[src/rtl/serial_adder_4bit.sv]
// Bit-serial adder: one full-adder slice and a carry flop, one operand bit per clock, LSB first.
// The sum and carry-out are registered on the completion edge and flagged by a one-cycle done pulse.
module serial_adder_4bit #(
  parameter int WIDTH = 4
) (
  input  logic             clk,
  input  logic             rst,
  input  logic             start,
  input  logic [WIDTH-1:0] a,
  input  logic [WIDTH-1:0] b,
  input  logic             C_in,
  output logic             busy,
  output logic             done,
  output logic [WIDTH-1:0] s,
  output logic             C_out
);

  // state | meaning
  // IDLE  | waiting for start, busy=0
  // RUN   | one sum bit per edge, busy=1
  // DONE  | done=1 for one cycle, start here chains the next add
  typedef enum logic [1:0] {IDLE, RUN, DONE} state_t;

  localparam int CW = $clog2(WIDTH + 1);

  state_t           state_q;
  logic [WIDTH-1:0] a_sr_q, b_sr_q, res_sr_q, s_q;
  logic [CW-1:0]    cnt_q;
  logic             carry_q, cout_q, busy_q, done_q;

  logic             sum_bit, carry_d, last_bit;
  logic [WIDTH-1:0] res_d;

  always_comb begin
    sum_bit  = a_sr_q[0] ^ b_sr_q[0] ^ carry_q;
    carry_d  = (a_sr_q[0] & b_sr_q[0]) | (a_sr_q[0] & carry_q) | (b_sr_q[0] & carry_q);
    // the new bit enters at the MSB so after WIDTH shifts bit 0 sits at the LSB
    res_d    = (res_sr_q >> 1) | (WIDTH'(sum_bit) << (WIDTH - 1));
    last_bit = (cnt_q == CW'(WIDTH - 1));
  end

  always_ff @(posedge clk) begin
    if (rst) begin
      state_q  <= IDLE;
      a_sr_q   <= '0;
      b_sr_q   <= '0;
      res_sr_q <= '0;
      carry_q  <= 1'b0;
      cnt_q    <= '0;
      s_q      <= '0;
      cout_q   <= 1'b0;
      busy_q   <= 1'b0;
      done_q   <= 1'b0;
    end else begin
      case (state_q)
        IDLE: begin
          done_q <= 1'b0;
          if (start) begin
            a_sr_q  <= a;
            b_sr_q  <= b;
            carry_q <= C_in;
            cnt_q   <= '0;
            busy_q  <= 1'b1;
            state_q <= RUN;
          end
        end
        RUN: begin
          res_sr_q <= res_d;
          carry_q  <= carry_d;
          a_sr_q   <= a_sr_q >> 1;
          b_sr_q   <= b_sr_q >> 1;
          cnt_q    <= cnt_q + CW'(1);
          if (last_bit) begin
            s_q     <= res_d;
            cout_q  <= carry_d;
            busy_q  <= 1'b0;
            done_q  <= 1'b1;
            state_q <= DONE;
          end
        end
        DONE: begin
          done_q <= 1'b0;
          if (start) begin
            a_sr_q  <= a;
            b_sr_q  <= b;
            carry_q <= C_in;
            cnt_q   <= '0;
            busy_q  <= 1'b1;
            state_q <= RUN;
          end else begin
            state_q <= IDLE;
          end
        end
        default: begin
          busy_q  <= 1'b0;
          done_q  <= 1'b0;
          state_q <= IDLE;
        end
      endcase
    end
  end

  assign busy  = busy_q;
  assign done  = done_q;
  assign s     = s_q;
  assign C_out = cout_q;

endmodule

[config.mk]
export PLATFORM = sky130hd
export DESIGN_NAME = serial_adder_4bit
export DESIGN_NICKNAME = d
export VERILOG_FILES = /design/src/rtl/serial_adder_4bit.sv
export SDC_FILE = /design/constraint.sdc
export NUM_CORES = 1
export LEC_CHECK = 0
export ABC_AREA = 1
export BUFFER_PORTS_ARGS = -buffer_cell sky130_fd_sc_hd__buf_2
export CORE_AREA = 5 5 54 56
export DETAILED_ROUTE_END_ITERATION = 10
export DIE_AREA = 0 0 59 61
export PLACE_DENSITY_LB_ADDON = 0.12
export SYNTH_ARGS = -nofsm -noshare
export SYNTH_HDL_FRONTEND = slang
export SYNTH_SLANG_ARGS = --single-unit
[constraint.sdc]
create_clock -name clk -period 1.2 [get_ports clk]
set_input_delay 0.06 -clock clk [delete_from_list [all_inputs] [get_ports clk]]
set_output_delay 0.06 -clock clk [all_outputs]
set_load 0.02 [all_outputs]
After elaboration in Yosys (flattened, before gate mapping). Index checks and enable logic that the tools add are counted.

Register bits: 25. Input bits: 12.

Reductions and logical operators: 8. Multiplexer cells: 15. Bitwise operators: 9. Eq/ne operators: 6. Add/subtract/negate cells: 1.

Operator list (number): one-hot mux 4 bit (2 select lines) (2); two-way mux 4 bit (2); AND reduction 2 bit (4); one-hot mux 2 bit (3 select lines) (1); one-hot mux 3 bit (2 select lines) (1); two-way mux 1 bit (4); two-way mux 2 bit (2); != test 2 bit (second input constant) (2); OR 3 x 4 -> 4 bit (1); one-hot mux 1 bit (2 select lines) (2); OR reduction 2 bit (2); adder 3 x 1 -> 3 bit (second input constant) (1); AND 1 bit (3); equality test 3 x 2 -> 1 bit (second input constant) (1); two-way mux 3 bit (1); equality test 2 x 1 -> 1 bit (second input constant) (1); equality test 2 bit (second input constant) (1); zero test 2 bit (1); != test 2 x 1 -> 1 bit (second input constant) (1); OR 1 bit (2); nonzero test 2 bit (1); bitwise XOR 1 bit (2); inverter 1 bit (1).

Longest topological paths before layout. Gate-level depths: netlist of run 1.

Depth after elaboration: 4. Gate-level depth with buffers: 7.

Least setup slack after synthesis of run 1. OpenSTA, ideal clock, no wires.

Path type: register to register. From: register cnt_q[0]. To: register cout_q (netlist: C_out). Data required time: 1.130 ns. Cell stages (with the launch flop): 7. Setup slack: -0.007 ns. Arrival: 1.138 ns. Buffers on the path: 1. Cell sequence: dfxtp_1 -> ha_1 -> ha_1 -> buf_2 -> nand3_1 -> nand2_1 -> a21oi_1.

Longest elaborated chain between the ends: 2.

Ends and longest elaborated chain: start: declaration (RTL line 28) `logic [CW-1:0] cnt_q;`; start signal: assignment (RTL line 72) `cnt_q <= cnt_q + CW'(1);`; equality test 3 x 2 -> 1 bit (RTL line 39) `last_bit = (cnt_q == CW'(WIDTH - 1));`; AND reduction 2 bit (no source line); end signal: assignment (RTL line 75) `cout_q <= carry_d;`; end: declaration (RTL line 29) `logic carry_q, cout_q, busy_q, done_q;`.

No other way between the ends. A chain may end at the register's enable or synchronous reset.

Worst setup path in the final report of run 1.
From: register a_sr_q[0]. To: register carry_q.

Longest elaborated chain between the ends: 4. Elaborated cells between the ends (all ways): 5. Classes of those cells: 1 x mux; 4 x bitwise.

Ends and longest elaborated chain: start: declaration (RTL line 27) `logic [WIDTH-1:0] a_sr_q, b_sr_q, res_sr_q, s_q;`; start signal: assignment (RTL line 70) `a_sr_q <= a_sr_q >> 1;`; AND 1 bit (RTL line 36) `carry_d = (a_sr_q[0] & b_sr_q[0]) | (a_sr_q[0] & carry_q) | (b_sr_q[0] & carry_q);`; OR 1 bit (*) (2 in series) (RTL line 36); named net carry_d (RTL line 31) `logic sum_bit, carry_d, last_bit;`; one-hot mux 1 bit (2 select lines) (*) (RTL line 55) `case (state_q)`; end signal: assignment (RTL line 61) `carry_q <= C_in;`; end signal: assignment (RTL line 69) `carry_q <= carry_d;`; end signal: assignment (RTL line 86) `carry_q <= C_in;`; end: declaration (RTL line 29).

Mark *: on every way through the listed nets, which the timed path passes. The rest lies on a longest branch.

==> results.cfg, run 1 <==
[timing]
final_min_period_over_clock_period_pct = 95.6
slew_viol_final = 0
period_needed_ns = 1.15
fin_hold_ws_ns = 0.0443
rsz0062_at_grt = true
skew_ns = 0.00273
setup_viol_count_final = 0
tightest_slew_ns = 0.412
hold_viol = 0
max_freq_mhz = 872
slew_headroom_pct = 72.5

[critical_path]
crit_chain = fa_1, nand2_1, nand2_1, nor2_1, nor2_1
rrSetupSlack_ns = 0.05
crit_arrival_ns = 1.37
required_ns = 1.43
slowest_delay_ns = 0.45
path_class = flip-flop to flip-flop
crit_path_start_kind = flip-flop
path_delay_family = adder cells
cp-end-kind = flip-flop
crit_fanout = 2
critPathSlowestCell = fa_1
crit_buf_inv = 0

[synthesis]
syn_area_um2 = 1070
avgSynthCellArea_um2 = 7.13
syn_inst = 150
synth_most_common_cell = nand2_1
synth.top_cell.area_share_pct = 44.9
synth.area.top_cells = dfxtp_1, nand2_1, nor2_1
synth_common_cells = nand2_1, nor2_1, dfxtp_1, nand3_1, inv_1
synth_async_sr_flop_share_pct = 0
synth.net_count = 165
synth.distinct_cells = 17
yosys.area.top_type = dfxtp_1
yosys_warnings = 0
yosysSeqAreaShare_pct = 44.9
synth-seq-cells = 24
yosys_most_used_dff = dfxtp_1
synth_edf_count = 0

[die]
rows = 18
die_x_um = 59
core_area_um2 = 2390
io_pins = 19
fp.dieH_um = 61
die_area_um2 = 3600
initial_utilization_pct = 44.8

[cts]
clkTransAtPathRegs_ns = 0.13
cts_sinks = 24
cts_root_buffer = clkbuf_4
cts_tree = yes
htreeDepth = 1
clock_path_buffers = 2
worstSkewPairLatency_ns = 0.31
numCtsBuffers = 3

[drt]
wl_per_cell_um = 10.8
vias = 978
ant_nets = 0
viasPerCell = 4.66
drtPass1Iterations = 4
routed_wl_mm = 2.27
drc = 0
drt_iter0_markers = 24

[global_route]
grtUsageTotal_pct = 13.7
gr-total-overflow = 0
grt_pass1_wl_mm = 3.71
grtUsageMet2_pct = 25.9
grt_busiest_layer = met2
grt_max_degree = 15
met1_usage_pct = 14.6
antenna_found_initial = 0
met3_usage_pct = 2.55
grt_pass1_vias = 911

[pwr]
ir_drop_mv = 0.706
power_density_nw_per_um2 = 1300
pwr-share-seq_pct = 50.5
p_switching_uw = 432
clockPowerShare_pct = 33.4
swShare_pct = 24.8
p_leak_uw = 0.000641
p_int_uw = 1310
p_comb_share_pct = 16.1

[cells_and_area]
antennaDiodeCount = 0
syn_to_final_growth_pct = 25.5
final_util_pct = 56.2
regArea_um2 = 484
drive_gt1_share_pct = 26.1
multi_input_area_um2 = 503
nFillCells = 230
nets = 196

[hold_path]
hold_class = input pin to flip-flop

[placement]
port_buffers = 18
place_hpwl_mm = 1.71
finalWeightedCongestion = 0.712

[status]
outcome = complete, no violations

[flow_run]
drv_cap = 0
==> final cells by class <==
class / instances / area share (%)
Multi-Input combinational cell: 104 / 37.5
Sequential cell: 24 / 36.1
Timing Repair Buffer: 32 / 14.9
Inverter: 16 / 4.85
Tap cell: 30 / 2.80
Clock inverter: 1 / 2.24
Clock buffer: 3 / 1.68
==> worst register-to-register path, cell delays in order (launching register included) <==
cell and delay, ns:
dfxtp_2 0.35, fa_1 0.45, nand2_1 0.08, nand2_1 0.05, nor2_1 0.09, nor2_1 0.04
==> cells by family (layout without fill, tap and decap cells) <==
group	after synthesis	in the layout	share of synthesized area, %
AND/OR/NAND/NOR	84	84	32.4
adder cells (fa/ha/maj)	3	3	4.21
AO/OA/AOI/OAI	17	17	8.19
buffers and inverters	22	52	10.3
flip-flops	24	24	44.9
==> layout by cell type (no fill, tap or decap) <==
master         Yosys  routed
dfxtp_1           24      21
nand2_1           41      41
inv_6              1       1
buf_2              3      18
ha_4               0       1
buf_4              1      12
bufinv_16          0       1
a21oi_2            0       1
fa_1               1       1
o21ai_0            7       7
dfxtp_2            0       3
ha_2               0       1
clkbuf_4           0       3
dlygate4sd3_1      0       2
nand3_1           15      14
nand2_2            2       2
a21oi_1            9       8
nor2_4             1       1
nor2_1            25      25
inv_2              2       2
inv_1             13      13
o21a_1             1       1
nand3_2            0       1
==> repair_timing <==
item,in CTS,in global routing
resized for setup,2,5
setup buffers,0,0
endpoints found under the setup margin,6,14
pin swaps,0,0
hold buffers,2,0
hold endpoints to repair,2,0
==> power groups by stage <==
| stage | Sequential, uW | Combinational (uW) | Clock, uW |
|---|---|---|---|
| final | 881 | 282 | 582 |
| after global routing | 889 | 323 | 632 |
| after CTS | 880 | 283 | 601 |
| after detailed placement | 898 | 275 | 0 |
| after global placement | 896 | 271 | 0 |
| after floorplan | 891 | 192 | 0 |
==> state kept, by name (all words and copies together), names as in the netlist <==
signal / count
b_sr_q: 4
busy: 1
done: 1
C_out: 1
carry_q: 1
res_sr_q: 3
s: 4
state_q: 2
a_sr_q: 4
cnt_q: 3
==> worst paths after layout <==
path                     startpoint  cells after the start                      to
max          a_sr_q[0]$_SDFFE_PP0P_                      5    carry_q$_SDFFE_PP0P_
min                            b[0]                      5  b_sr_q[0]$_SDFFE_PP0P_
max reg2reg  a_sr_q[0]$_SDFFE_PP0P_                      5    carry_q$_SDFFE_PP0P_
min reg2reg      C_out$_SDFFE_PP0P_                      2      C_out$_SDFFE_PP0P_
==> layer usage <==
| layer | vias up | part of all wire (%) |
|---|---|---|
| met1 | 440 | 43 |
| met2 | 12 | 53 |
| met4 | 0 | 1.3 |
| met5 | - | 0 |
| met3 | 4 | 3.1 |
| li1 | 522 | - |
==> metrics by stage <==
step | instance area, um2 | worst slack (ns) | setup TNS [ns] | instances | power [uW]
final | 1340 | 0.0527 | 0 | 210 | 1740
after global routing | 1340 | -0.0200 | -0.0474 | 210 | 1840
after CTS | 1330 | 0.00689 | 0 | 210 | 1760
after detailed placement | 1250 | -0.0530 | -0.180 | 204 | 1170
after global placement | 1250 | 0.0000369 | 0 | 204 | 1170
after floorplan | 1070 | 0.0526 | 0 | 150 | 1080
Power figures use the tool's default switching activity.
==> run 2: changes to the inputs <==
--- a/config.mk
+++ b/config.mk
@@ -10,6 +10,7 @@
 export CORE_AREA = 5 5 54 56
 export DETAILED_ROUTE_END_ITERATION = 10
 export DIE_AREA = 0 0 59 61
+export HOLD_SLACK_MARGIN = 0.05
 export PLACE_DENSITY_LB_ADDON = 0.12
 export SYNTH_ARGS = -nofsm -noshare
 export SYNTH_HDL_FRONTEND = slang
==> results.cfg, run 2 (synthesis results as in run 1) <==
[timing]
slew_headroom_pct = 72.7
setup_viol_count_final = 0
hold_viol = 0
period_needed_ns = 1.15
rsz0062_at_grt = true
fin_hold_ws_ns = 0.0538
slew_viol_final = 0
tightest_slew_ns = 0.410
final_min_period_over_clock_period_pct = 95.7
skew_ns = 0.00147
max_freq_mhz = 870

[cells_and_area]
syn_to_final_growth_pct = 30.2
nFillCells = 223
nets = 201
antennaDiodeCount = 0
layout_common_cells = nand2_1, nor2_1, dfxtp_1, buf_2, nand3_1
final_area_um2 = 1390
drive_gt1_share_pct = 25.4
layout_commonest_cell = nand2_1

[status]
outcome = complete, no violations

[die]
fp.dieH_um = 61
rows = 18
initial_utilization_pct = 44.8
die_area_um2 = 3600
core_area_um2 = 2390
io_pins = 19
die_x_um = 59

[pwr]
p_leak_uw = 0.000662
ir_drop_mv = 0.715
power_density_nw_per_um2 = 1260

[global_route]
grtUsageTotal_pct = 14.1
grt_max_degree = 15
antenna_found_initial = 0
grt_pass1_wl_mm = 3.80
gr-total-overflow = 0
grt_pass1_vias = 938

[hold_path]
hold_class = input pin to flip-flop
hold_depth = 5
min_from = b[1]

[critical_path]
crit_fanout = 2
r2r_cells = 5
critPathSlowestCell = fa_1
r2r-start = a_sr_q[0]$_SDFFE_PP0P_
slowest_delay_ns = 0.45
crit_chain = fa_1, nand2_1, nand2_1, nor2_1, nor2_1
cp-end-kind = flip-flop
critPathLaunch = a_sr_q[0]$_SDFFE_PP0P_
required_ns = 1.43
path_class = flip-flop to flip-flop
crit_arrival_ns = 1.38
crit_path_start_kind = flip-flop

[flow_run]
drv_cap = 0

[cts]
cts_tree = yes
post_cts_buffers = 0
clkTransAtPathRegs_ns = 0.13
worstSkewPairLatency_ns = 0.31
clock_path_buffers = 2
cts_root_buffer = clkbuf_4
htreeDepth = 1
numCtsBuffers = 3
cts_sinks = 24

[drt]
drt_iter0_markers = 22
drc = 0
routed_wl_mm = 2.32
ant_nets = 0
wl_per_cell_um = 10.8
drtPass1Iterations = 4
viasPerCell = 4.66
vias = 1001

[placement]
finalWeightedCongestion = 0.712
post_dp_cell_area_um2 = 1250
place_hpwl_mm = 1.71
port_buffers = 18
## run 2: cell types whose count changed in the layout (fill, tap and decap cells not counted)
cell,previous run,this run
dlygate4sd3_1,2,7
## run 2: per-layer routing
metal	global-route usage, %	share of wire (%)	vias to the layer above	wire (um)
li1	-	-	532	-
met1	14.9	42	451	984
met2	26.7	53	14	1230
met3	2.55	3.1	4	71
met4	6.80	1.3	0	29
met5	0	0	-	0
## run 2: area by class of cell
class / count / area (um2) / area share [%]
sequential: 24 / 484 / 34.8
inverter: 16 / 65.1 / 4.67
clock buffer: 3 / 22.5 / 1.62
timing repair buffer: 37 / 250 / 18.0
multi-input combinational: 104 / 503 / 36.1
tap: 30 / 37.5 / 2.70
clock inverter: 1 / 30.0 / 2.16
## run 2: critical path, delay by kind of cell (launching register included)
kind / cells / cell delay, ns
adder cells (fa/ha/maj): 1 / 0.45
flip-flops: 1 / 0.35
AND/OR/NAND/NOR: 4 / 0.26
## run 2: final timing paths
| kind | end | slack, ns |
|---|---|---|
| max | carry_q$_SDFFE_PP0P_ | 0.05 |
| min | b_sr_q[1]$_SDFFE_PP0P_ | 0.05 |
| max reg2reg | carry_q$_SDFFE_PP0P_ | 0.05 |
| min reg2reg | C_out$_SDFFE_PP0P_ | 0.47 |
## run 2: report_power, final
group          switching, uW  internal, uW  total [uW]  leakage (uW)
logic                    158           137         294      0.000436
clock network            246           338         583     0.0000279
registers               32.3           849         881      0.000198
## run 2: per-stage QoR
step	util [%]	instances	worst slack (ns)	total power (uW)	setup TNS (ns)
floorplan	-	150	0.0526	1080	0
CTS	57.9	215	0.00689	1780	0
finish	58.3	215	0.0511	1760	0
global route	58.3	215	-0.0200	1860	-0.0474
global placement	52.3	204	0.0000369	1170	0
detailed placement	52.3	204	-0.0530	1170	-0.180
## run 2: what timing repair did
action                                  4_1_cts  5_1_grt
hold buffers                                  7        0
gates resized for setup                       2        5
pin swaps                                     0        0
endpoints found under the hold margin         7        0
gates cloned                                  0        0
endpoints found under the setup margin        6       14
==> run 3: changes to the inputs <==
--- a/config.mk
+++ b/config.mk
@@ -7,11 +7,13 @@
 export LEC_CHECK = 0
 export ABC_AREA = 1
 export BUFFER_PORTS_ARGS = -buffer_cell sky130_fd_sc_hd__buf_2
+export CAP_MARGIN = 40
 export CORE_AREA = 5 5 54 56
 export DETAILED_ROUTE_END_ITERATION = 10
 export DIE_AREA = 0 0 59 61
 export HOLD_SLACK_MARGIN = 0.05
 export PLACE_DENSITY_LB_ADDON = 0.12
+export SLEW_MARGIN = 20
 export SYNTH_ARGS = -nofsm -noshare
 export SYNTH_HDL_FRONTEND = slang
 export SYNTH_SLANG_ARGS = --single-unit
==> constraint.sdc (replaced) <==
create_clock -name clk -period 1.2 [get_ports clk]
set_input_delay 0.06 -clock clk [delete_from_list [all_inputs] [get_ports clk]]
set_output_delay 0.06 -clock clk [all_outputs]
set_load 0.1 [all_outputs]
==> results.cfg, run 3 (synthesis results as in run 1) <==
[critical_path]
crit_path_start_kind = flip-flop
crit_fanout = 2
critPathLaunch = carry_q$_SDFFE_PP0P_
r2r-start = carry_q$_SDFFE_PP0P_
rrSetupSlack_ns = 0.004
path_class = flip-flop to flip-flop
cp-end-kind = flip-flop
required_ns = 1.45
crit_arrival_ns = 1.45

[placement]
finalWeightedCongestion = 0.724
pre_cts_ws_ns = -0.0387
dp.cells = 201
port_buffers = 18
post_dp_cell_area_um2 = 1230
place_hpwl_mm = 1.67

[drt]
drtPass1Iterations = 4
routed_wl_mm = 2.25
viasPerCell = 4.73
drt_iter0_markers = 14
vias = 988
ant_nets = 0
drc = 0
wl_per_cell_um = 10.8

[die]
rows = 18
die_x_um = 59
core_area_um2 = 2390
fp.dieH_um = 61
io_pins = 19
initial_utilization_pct = 44.8
die_area_um2 = 3600

[cells_and_area]
antennaDiodeCount = 0
drive_gt1_share_pct = 30.7
nets = 196
nFillCells = 262
fin_cells = 209
layout_common_cells = nand2_1, nor2_1, buf_2
final_area_um2 = 1350
syn_to_final_growth_pct = 26.1
layout_commonest_cell = nand2_1

[timing]
postLayoutSetupSlackWorst_ns = 0.00448
period_needed_ns = 1.20
fin_hold_ws_ns = 0.0551
rsz0062_at_grt = true
max_freq_mhz = 836
tightest_slew_ns = 0.493
hold_viol = 0
slew_viol_final = 0
skew_ns = 0.00326
slew_headroom_pct = 67.3
setup_viol_count_final = 0
final_min_period_over_clock_period_pct = 99.6

[cts]
htreeDepth = 1
cts_root_buffer = clkbuf_4
numCtsBuffers = 3
cts_sinks = 24
worstSkewPairLatency_ns = 0.31
cts_tree = yes
clock_path_buffers = 2
clkTransAtPathRegs_ns = 0.12

[global_route]
gr-total-overflow = 0
grtUsageMet2_pct = 25.7
grt_busiest_layer = met2
grt_pass1_vias = 948
met3_usage_pct = 4.26
grt_pass1_wl_mm = 3.84
met1_usage_pct = 15.1
grtUsageTotal_pct = 14.1
antenna_found_initial = 0
grt_max_degree = 15

[pwr]
p_leak_uw = 0.000632
power.total_uw = 1530
ir_drop_mv = 0.788
power_density_nw_per_um2 = 1130

[hold_path]
hold_class = input pin to flip-flop
min_from = b[1]

[flow_run]
drv_cap = 0

[status]
outcome = complete, no violations
## run 3: changes by cell type in the layout (fill, tap and decap cells not counted), moves of 2 or more
cell           before  now
dfxtp_2             3   13
dfxtp_1            21   11
buf_4              12    9
dlygate4sd3_1       7    5
## run 3: cell type report
type,count,area [um2],share of cell area [%]
flip-flops and latches,24,497,36.8
multi-input cells,104,519,38.5
inverters,16,65.1,4.82
clock buffers,3,22.5,1.67
repair buffers,32,208,15.4
well taps,30,37.5,2.78
## run 3: metrics by stage
stage | setup TNS (ns) | utilization [%]
finish | 0 | 56.5
global route | -0.278 | 56.5
CTS | 0 | 54.8
detailed placement | -0.160 | 51.7
global placement | -0.0230 | 51.7
floorplan | 0 | -
## run 3: power by group
group	switching (uW)	internal [uW]	total [uW]
registers	32.9	851	884
logic	178	126	303
clock network	226	117	343
## run 3: metal layers
metal	wire length, um	vias to the layer above	share of wire, %
met4	37	0	1.6
met1	959	445	43
met3	107	5	4.8
met5	0	-	0
li1	-	524	-
met2	1140	14	51
## run 3: worst paths after layout
kind | endpoint | cells past startpoint
worst min-delay path | b_sr_q[1]$_SDFFE_PP0P_ | 5
worst min register to register | done$_SDFFE_PP0P_ | 1
worst max-delay path | s[3]$_SDFFE_PP0P_ | 3
worst max register to register | s[3]$_SDFFE_PP0P_ | 3
## run 3: timing repair
action | CTS | global route
gates cloned | 0 | 0
pin swaps | 0 | 3
endpoints found under the hold margin | 5 | 0
setup endpoints to repair | 5 | 15
hold buffers | 5 | 0
resized for setup | 1 | 12
buffers inserted | 0 | 0
## run 3: worst max-delay path, cell delays in order, from the launching register on
cell,delay [ns]
dfxtp_2,0.36
fa_2,0.58
nand3_2,0.08
a21oi_2,0.13
